### src/rtl/baw_pkg.sv
// Shared constants, types and the switch encoder for the black-and-white
// card game input stage.
package baw_pkg;

  localparam int unsigned BTN_CENTER = 0;
  localparam int unsigned BTN_TOP    = 1;
  localparam int unsigned BTN_BOTTOM = 2;
  localparam int unsigned BTN_LEFT   = 3;
  localparam int unsigned BTN_RIGHT  = 4;

  localparam int unsigned BTN_COUNT = 5;
  localparam int unsigned SW_COUNT  = 9;

  localparam logic [3:0] SW_INDEX_NONE = 4'hF;

  typedef logic [BTN_COUNT-1:0] btn_vec_t;
  typedef logic [SW_COUNT-1:0]  sw_vec_t;

  typedef struct packed {
    logic       onehot;
    logic [3:0] index;
  } sw_code_t;

  // Zero or multiple set bits collapse to "no card selected".
  function automatic sw_code_t sw_encode(sw_vec_t v);
    sw_code_t    c;
    int unsigned ones;
    c.onehot = 1'b0;
    c.index  = SW_INDEX_NONE;
    ones     = 0;
    for (int unsigned i = 0; i < SW_COUNT; i++) begin
      if (v[i]) ones++;
    end
    if (ones == 1) begin
      for (int unsigned i = 0; i < SW_COUNT; i++) begin
        if (v[i]) begin
          c.onehot = 1'b1;
          c.index  = 4'(i);
        end
      end
    end
    return c;
  endfunction

endpackage

### src/rtl/baw_input_conditioner_if.sv
// Raw inputs and conditioned outputs of the input stage; the conditioner
// uses the slave view, its driver/consumer the master view.
interface baw_input_conditioner_if;
  import baw_pkg::*;

  btn_vec_t   btn_raw;
  sw_vec_t    sw_raw;
  btn_vec_t   btn_pulse;
  btn_vec_t   btn_level;
  sw_vec_t    sw_sync;
  logic       sw_onehot;
  logic [3:0] sw_index;

  modport master (
    output btn_raw, sw_raw,
    input  btn_pulse, btn_level, sw_sync, sw_onehot, sw_index
  );

  modport slave (
    input  btn_raw, sw_raw,
    output btn_pulse, btn_level, sw_sync, sw_onehot, sw_index
  );

endinterface

### src/rtl/btn_debounce.sv
// One button: two-flop synchroniser, stability counter, debounced level,
// arm bit and press (rise) candidate.
module btn_debounce #(
  parameter int unsigned DEBOUNCE_CYCLES = 1000000,
  parameter int unsigned CNT_W           = 20
) (
  input  logic clk,
  input  logic reset_n,
  input  logic btn_raw,
  output logic level,
  output logic rise
);

  localparam logic [CNT_W-1:0] CNT_LAST = CNT_W'(DEBOUNCE_CYCLES - 1);

  logic             s1_q, s2_q;
  logic             level_q, level_d;
  logic             arm_q, arm_d;
  logic [CNT_W-1:0] cnt_q, cnt_d;

  always_comb begin
    level_d = level_q;
    cnt_d   = '0;
    // Arming needs a seen-released button, so a press held through reset never pulses.
    arm_d   = arm_q | (~level_q & ~s2_q);
    if (s2_q != level_q) begin
      if (cnt_q == CNT_LAST) begin
        level_d = s2_q;
      end else begin
        cnt_d = cnt_q + CNT_W'(1);
      end
    end
    rise = arm_q & ~level_q & level_d;
  end

  always_ff @(posedge clk or negedge reset_n) begin
    if (!reset_n) begin
      s1_q    <= 1'b1;
      s2_q    <= 1'b1;
      level_q <= 1'b0;
      arm_q   <= 1'b0;
      cnt_q   <= '0;
    end else begin
      s1_q    <= btn_raw;
      s2_q    <= s1_q;
      level_q <= level_d;
      arm_q   <= arm_d;
      cnt_q   <= cnt_d;
    end
  end

  assign level = level_q;

endmodule

### src/rtl/baw_input_conditioner.sv
// Input stage top: per-button debounce, fixed-priority press arbiter and
// synchronised one-hot card-select encoder.
module baw_input_conditioner
  import baw_pkg::*;
#(
  parameter int unsigned DEBOUNCE_CYCLES = 1000000,
  parameter int unsigned CNT_W           = 20
) (
  input  logic                    clk,
  input  logic                    reset_n,
  baw_input_conditioner_if.slave  io
);

  btn_vec_t level;
  btn_vec_t cand;
  btn_vec_t pulse_q, pulse_d;
  sw_vec_t  sw_s1_q, sw_s2_q;
  sw_code_t code_q, code_d;

  for (genvar b = 0; b < BTN_COUNT; b++) begin : g_btn
    btn_debounce #(
      .DEBOUNCE_CYCLES (DEBOUNCE_CYCLES),
      .CNT_W           (CNT_W)
    ) u_debounce (
      .clk     (clk),
      .reset_n (reset_n),
      .btn_raw (io.btn_raw[b]),
      .level   (level[b]),
      .rise    (cand[b])
    );
  end

  // Losing candidates are dropped outright, never queued for a later cycle.
  always_comb begin
    pulse_d = '0;
    if      (cand[BTN_CENTER]) pulse_d[BTN_CENTER] = 1'b1;
    else if (cand[BTN_TOP])    pulse_d[BTN_TOP]    = 1'b1;
    else if (cand[BTN_BOTTOM]) pulse_d[BTN_BOTTOM] = 1'b1;
    else if (cand[BTN_LEFT])   pulse_d[BTN_LEFT]   = 1'b1;
    else if (cand[BTN_RIGHT])  pulse_d[BTN_RIGHT]  = 1'b1;
  end

  always_comb begin
    code_d = sw_encode(sw_s2_q);
  end

  always_ff @(posedge clk or negedge reset_n) begin
    if (!reset_n) begin
      pulse_q <= '0;
      sw_s1_q <= '0;
      sw_s2_q <= '0;
      code_q  <= '{onehot: 1'b0, index: SW_INDEX_NONE};
    end else begin
      pulse_q <= pulse_d;
      sw_s1_q <= io.sw_raw;
      sw_s2_q <= sw_s1_q;
      code_q  <= code_d;
    end
  end

  assign io.btn_pulse = pulse_q;
  assign io.btn_level = level;
  assign io.sw_sync   = sw_s2_q;
  assign io.sw_onehot = code_q.onehot;
  assign io.sw_index  = code_q.index;

endmodule

### src/flat_wrapper.sv
// flat-port wrapper written by rule: the top's interface ports become plain ports
module baw_input_conditioner_flat import baw_pkg::*;
#(
  parameter int unsigned DEBOUNCE_CYCLES = 1000000,
  parameter int unsigned CNT_W           = 20
)
  (clk, reset_n, io_btn_raw, io_sw_raw, io_btn_pulse, io_btn_level, io_sw_sync, io_sw_onehot, io_sw_index);
  baw_input_conditioner_if io_i ();
  input  logic clk;
  input  logic reset_n;
  input wire logic [$bits(io_i.btn_raw)-1:0] io_btn_raw;
  input wire logic [$bits(io_i.sw_raw)-1:0] io_sw_raw;
  output wire logic [$bits(io_i.btn_pulse)-1:0] io_btn_pulse;
  output wire logic [$bits(io_i.btn_level)-1:0] io_btn_level;
  output wire logic [$bits(io_i.sw_sync)-1:0] io_sw_sync;
  output wire logic [$bits(io_i.sw_onehot)-1:0] io_sw_onehot;
  output wire logic [$bits(io_i.sw_index)-1:0] io_sw_index;
  assign io_i.btn_raw = io_btn_raw;
  assign io_i.sw_raw = io_sw_raw;
  assign io_btn_pulse = io_i.btn_pulse;
  assign io_btn_level = io_i.btn_level;
  assign io_sw_sync = io_i.sw_sync;
  assign io_sw_onehot = io_i.sw_onehot;
  assign io_sw_index = io_i.sw_index;
  baw_input_conditioner #(.DEBOUNCE_CYCLES(DEBOUNCE_CYCLES), .CNT_W(CNT_W)) u_core (.clk(clk), .reset_n(reset_n), .io(io_i));
endmodule
### config.mk
export PLATFORM = sky130hd
export DESIGN_NAME = baw_input_conditioner_flat
export DESIGN_NICKNAME = d
export VERILOG_FILES = /design/src/rtl/baw_pkg.sv /design/src/rtl/baw_input_conditioner_if.sv /design/src/rtl/btn_debounce.sv /design/src/rtl/baw_input_conditioner.sv /design/src/flat_wrapper.sv
export SDC_FILE = /design/constraint.sdc
export NUM_CORES = 1
export LEC_CHECK = 0
export CAP_MARGIN = 15
export CELL_PAD_IN_SITES_DETAIL_PLACEMENT = 1
export CELL_PAD_IN_SITES_GLOBAL_PLACEMENT = 2
export CORE_MARGIN = 4
export CORE_UTILIZATION = 36
export CTS_CLUSTER_DIAMETER = 200
export DETAILED_ROUTE_END_ITERATION = 8
export PLACE_DENSITY_LB_ADDON = 0.1
export RECOVER_POWER = 25
export SLEW_MARGIN = 20
export SYNTH_ARGS = -nofsm -noshare
export SYNTH_HDL_FRONTEND = slang
export SYNTH_HIERARCHICAL = 1
export SYNTH_SLANG_ARGS = --single-unit
### constraint.sdc
create_clock -name clk -period 4.5 [get_ports clk]
set_input_delay 1.35 -clock clk [delete_from_list [all_inputs] [get_ports clk]]
set_output_delay 1.35 -clock clk [all_outputs]
set_load 0.01 [all_outputs]
==> impl_metrics.py <==
metrics = {
    "timing": {
        "fin_skew_ps": 11.41,
        "fin_ws_ps": -203.7,
        "hold_viol": 0,
        "setup_tns_ps": -783.2,
        "slew_viol_final": 43,
        "setup_viol": 5,
        "relSlewSlack": -0.6197,
        "worst_pin_slew_ps": 2430,
        "fin_crit_sh": 1.045,
        "period_needed_ps": 4704,
        "rsz0062_at_grt": "yes",
        "fmax_mhz": 212.6,
    },
    "die": {
        "die_area_um2": 23890,
        "dieHeight_um": 154.6,
        "placementRows": 53,
        "initial_core_util": 0.3667,
        "dieWidth_um": 154.6,
        "ios": 40,
        "core_um2": 21090,
    },
    "global_routing": {
        "grt_usage": 0.1598,
        "met1_usage": 0.2019,
        "grt_pass1_wl_um": 31500,
        "grt_busiest_layer": "met2",
        "grt_pass1_vias": 6307,
        "met2_usage": 0.2743,
        "grt_use_met3": 0.03218,
        "grt_antenna_before_repair": 0,
        "gr-total-overflow": 0,
        "grt_max_degree": 107,
    },
    "setup_path": {
        "endpoint_kind": "flop",
        "arrival_ps": 5060,
        "critical_path_class": "flop to flop",
        "start_kind": "flop",
        "crit_path_max_fanout": 4,
        "worst_ep_required_time_ps": 4860,
    },
    "logic_synthesis": {
        "synth_seq_area_share": 0.4812,
        "synth_top_area_cell": "dfrtp_1",
        "async_reset_ff_frac": 1.000,
        "synth_top_area_frac": 0.4337,
        "synth.area.top_cells": "dfrtp_1 43%, xnor2_1 7.9%, nor2_1 5.3%, dfstp_2 4.8%, ha_1 3.2%",
        "synth_nets": 783,
        "ys_warn_count": 6,
        "syn_area_per_cell_um2": 10.35,
        "synthFlopType": "dfrtp_1",
        "synth_cell_types": 61,
        "synthesis.area_um2": 7732,
        "synth_edf_count": 0,
        "synth_common_cells": "134 x dfrtp_1, 109 x nor2_1, 70 x xnor2_1",
        "ys_seq_elements": 148,
        "synth.most_common_cell": "dfrtp_1",
        "syn_inst": 747,
    },
    "routing": {
        "drt-wirelength-per-cell_um": 16.40,
        "vias_per_cell": 5.221,
        "drc": 0,
        "drt-pass1-iter-count": 7,
        "wl_um": 18220,
        "antenna_left": 0,
        "via_count": 5801,
        "drtIter0Drc": 164,
    },
    "placed_design": {
        "hpwl_um": 12760,
        "placed_cell_area_um2": 8633,
        "placement.io_buffers": 39,
        "place_congestion": 0.7982,
    },
    "pwr": {
        "p_per_area_nw_per_um2": 346.9,
        "vdd.ir_drop.worst_mv": 0.2446,
        "power_leakage_nw": 3.627,
        "total_power_w": 0.003237,
    },
    "outcome": {
        "status": "complete, but fails checks",
        "violations": "capacitance limit, slew limit, setup timing",
    },
    "finish": {
        "drive_gt1_frac": 0.1746,
        "fillerInstances": 2317,
        "fin_area_um2": 9331,
        "final_nets": 859,
        "num_antenna_cells": 0,
        "syn_to_final_growth_pct": 20.68,
    },
    "clock_tree": {
        "clk_pin_slew_ps": 60,
        "cts_max_path_buffers": 2,
        "clk_latency_ps": 420,
        "numCtsBuffers": 17,
        "htreeDepth": 4,
        "cts_tree": "done",
        "clock_sink_count": 148,
        "root_buffer": "clkbuf_16",
    },
    "job": {
        "maxCapViolCount": 1,
    },
    "min_path": {
        "hold_class": "flop to flop",
    },
}
==> cells by family after synthesis <==
logic type      count (synthesis)  synth area share
xor+xnor                       86            0.1073
compound gates                 64           0.05534
fa+ha+maj                      20           0.03236
mux                            14           0.01812
buf+inv                        46           0.02913
simple gates                  369            0.2765
flops                         148            0.4812
==> layout by cell type, fill, tap and decap left out, drive strengths merged, types with 30 or more instances in the layout <==
cell type / n
buf: 35
dfrtp: 134
inv: 30
nand2: 51
nand3: 32
nand4: 31
nor2: 109
nor3: 39
nor4: 32
o21ai: 34
xnor2: 72
==> stage by stage <==
step                hold WS (ps)    util  instances  setup slack, ps
floorplan                  331.2       -        747           -75.09
global placement           331.8  0.4094       1062           -150.4
detailed placement         336.4  0.4094       1062           -336.2
CTS                        350.9  0.4398       1105           -227.1
global route               351.7  0.4425       1111           -420.6
finish                     348.7  0.4425       1111           -203.7
==> area by class of cell <==
| class | count | area [um^2] | area share |
|---|---|---|---|
| sequential | 148 | 3721 | 0.3988 |
| multi-input combinational | 553 | 3953 | 0.4236 |
| inverter | 29 | 108.9 | 0.01167 |
| clock inverter | 12 | 108.9 | 0.01167 |
| tap | 275 | 344.1 | 0.03687 |
| clock buffer | 20 | 436.7 | 0.04680 |
| timing repair buffer | 74 | 659.4 | 0.07066 |
==> where the power goes <==
| group | switching (W) | total, W | internal [W] |
|---|---|---|---|
| sequential | 0.0000308 | 0.00141 | 0.00138 |
| combinational | 0.000245 | 0.000498 | 0.000253 |
| clock | 0.000573 | 0.00133 | 0.000759 |
| total | 0.000849 | 0.00324 | 0.00239 |
==> final timing paths <==
path                                                             end  slack (ps)  depth (start not counted)            startpoint
worst min register to register                  u_core/io.sw_sync[0]         350                          0     u_core/sw_s1_q[0]
max in group asynchronous        u_core/g_btn[1].u_debounce/cnt_q[5]        1350                          2               reset_n
worst min-delay path                            u_core/io.sw_sync[0]         350                          0     u_core/sw_s1_q[0]
min in group asynchronous       u_core/g_btn[0].u_debounce/cnt_q[17]        1670                          1               reset_n
worst max register to register                   u_core/io.sw_onehot        -200                         27  u_core/io.sw_sync[0]
worst max-delay path                             u_core/io.sw_onehot        -200                         27  u_core/io.sw_sync[0]
==> worst max-delay path, stage by stage, from the launching register on <==
cell	delay, ps
dfrtp_1	410
ha_2	210
nor2b_4	120
or2_4	240
ha_4	270
nand2b_4	130
o21ai_4	60
inv_2	70
ha_4	200
nand2_4	60
o21ai_2	60
ha_1	300
nand2_1	80
o21ai_2	70
or2_1	240
ha_1	300
nand2b_4	150
o31ai_4	80
inv_2	70
ha_4	240
nand2_2	60
o21ai_2	60
ha_1	290
nor3b_2	200
nand2b_1	80
o211a_1	250
a31oi_4	180
and2_1	150
==> sequential cells by signal, summed over array words and instances, names as in the netlist <==
register and flops:
u_core/g_btn.u_debounce/arm_q 5, u_core/io.btn_pulse 5, u_core/io.sw_onehot 1, u_core/g_btn.u_debounce/level 5, u_core/g_btn.u_debounce/s2_q 5, u_core/g_btn.u_debounce/s1_q 5, u_core/io.sw_sync 9, u_core/io.sw_index 4
u_core/g_btn.u_debounce/cnt_q 100, u_core/sw_s1_q 9
==> metal layers <==
layer	share of wire	vias up
li1	-	2789
met1	0.46	2919
met2	0.49	70
met3	0.026	23
met4	0.017	0
met5	0	-
==> repair_timing <==
item,CTS,global route
buffers inserted,11,6
pin swaps,10,2
resized for setup,3,5
setup endpoints to repair,5,5
gates cloned,0,0
hold buffers,0,0
Note: power is estimated with default switching activity, not from simulation.
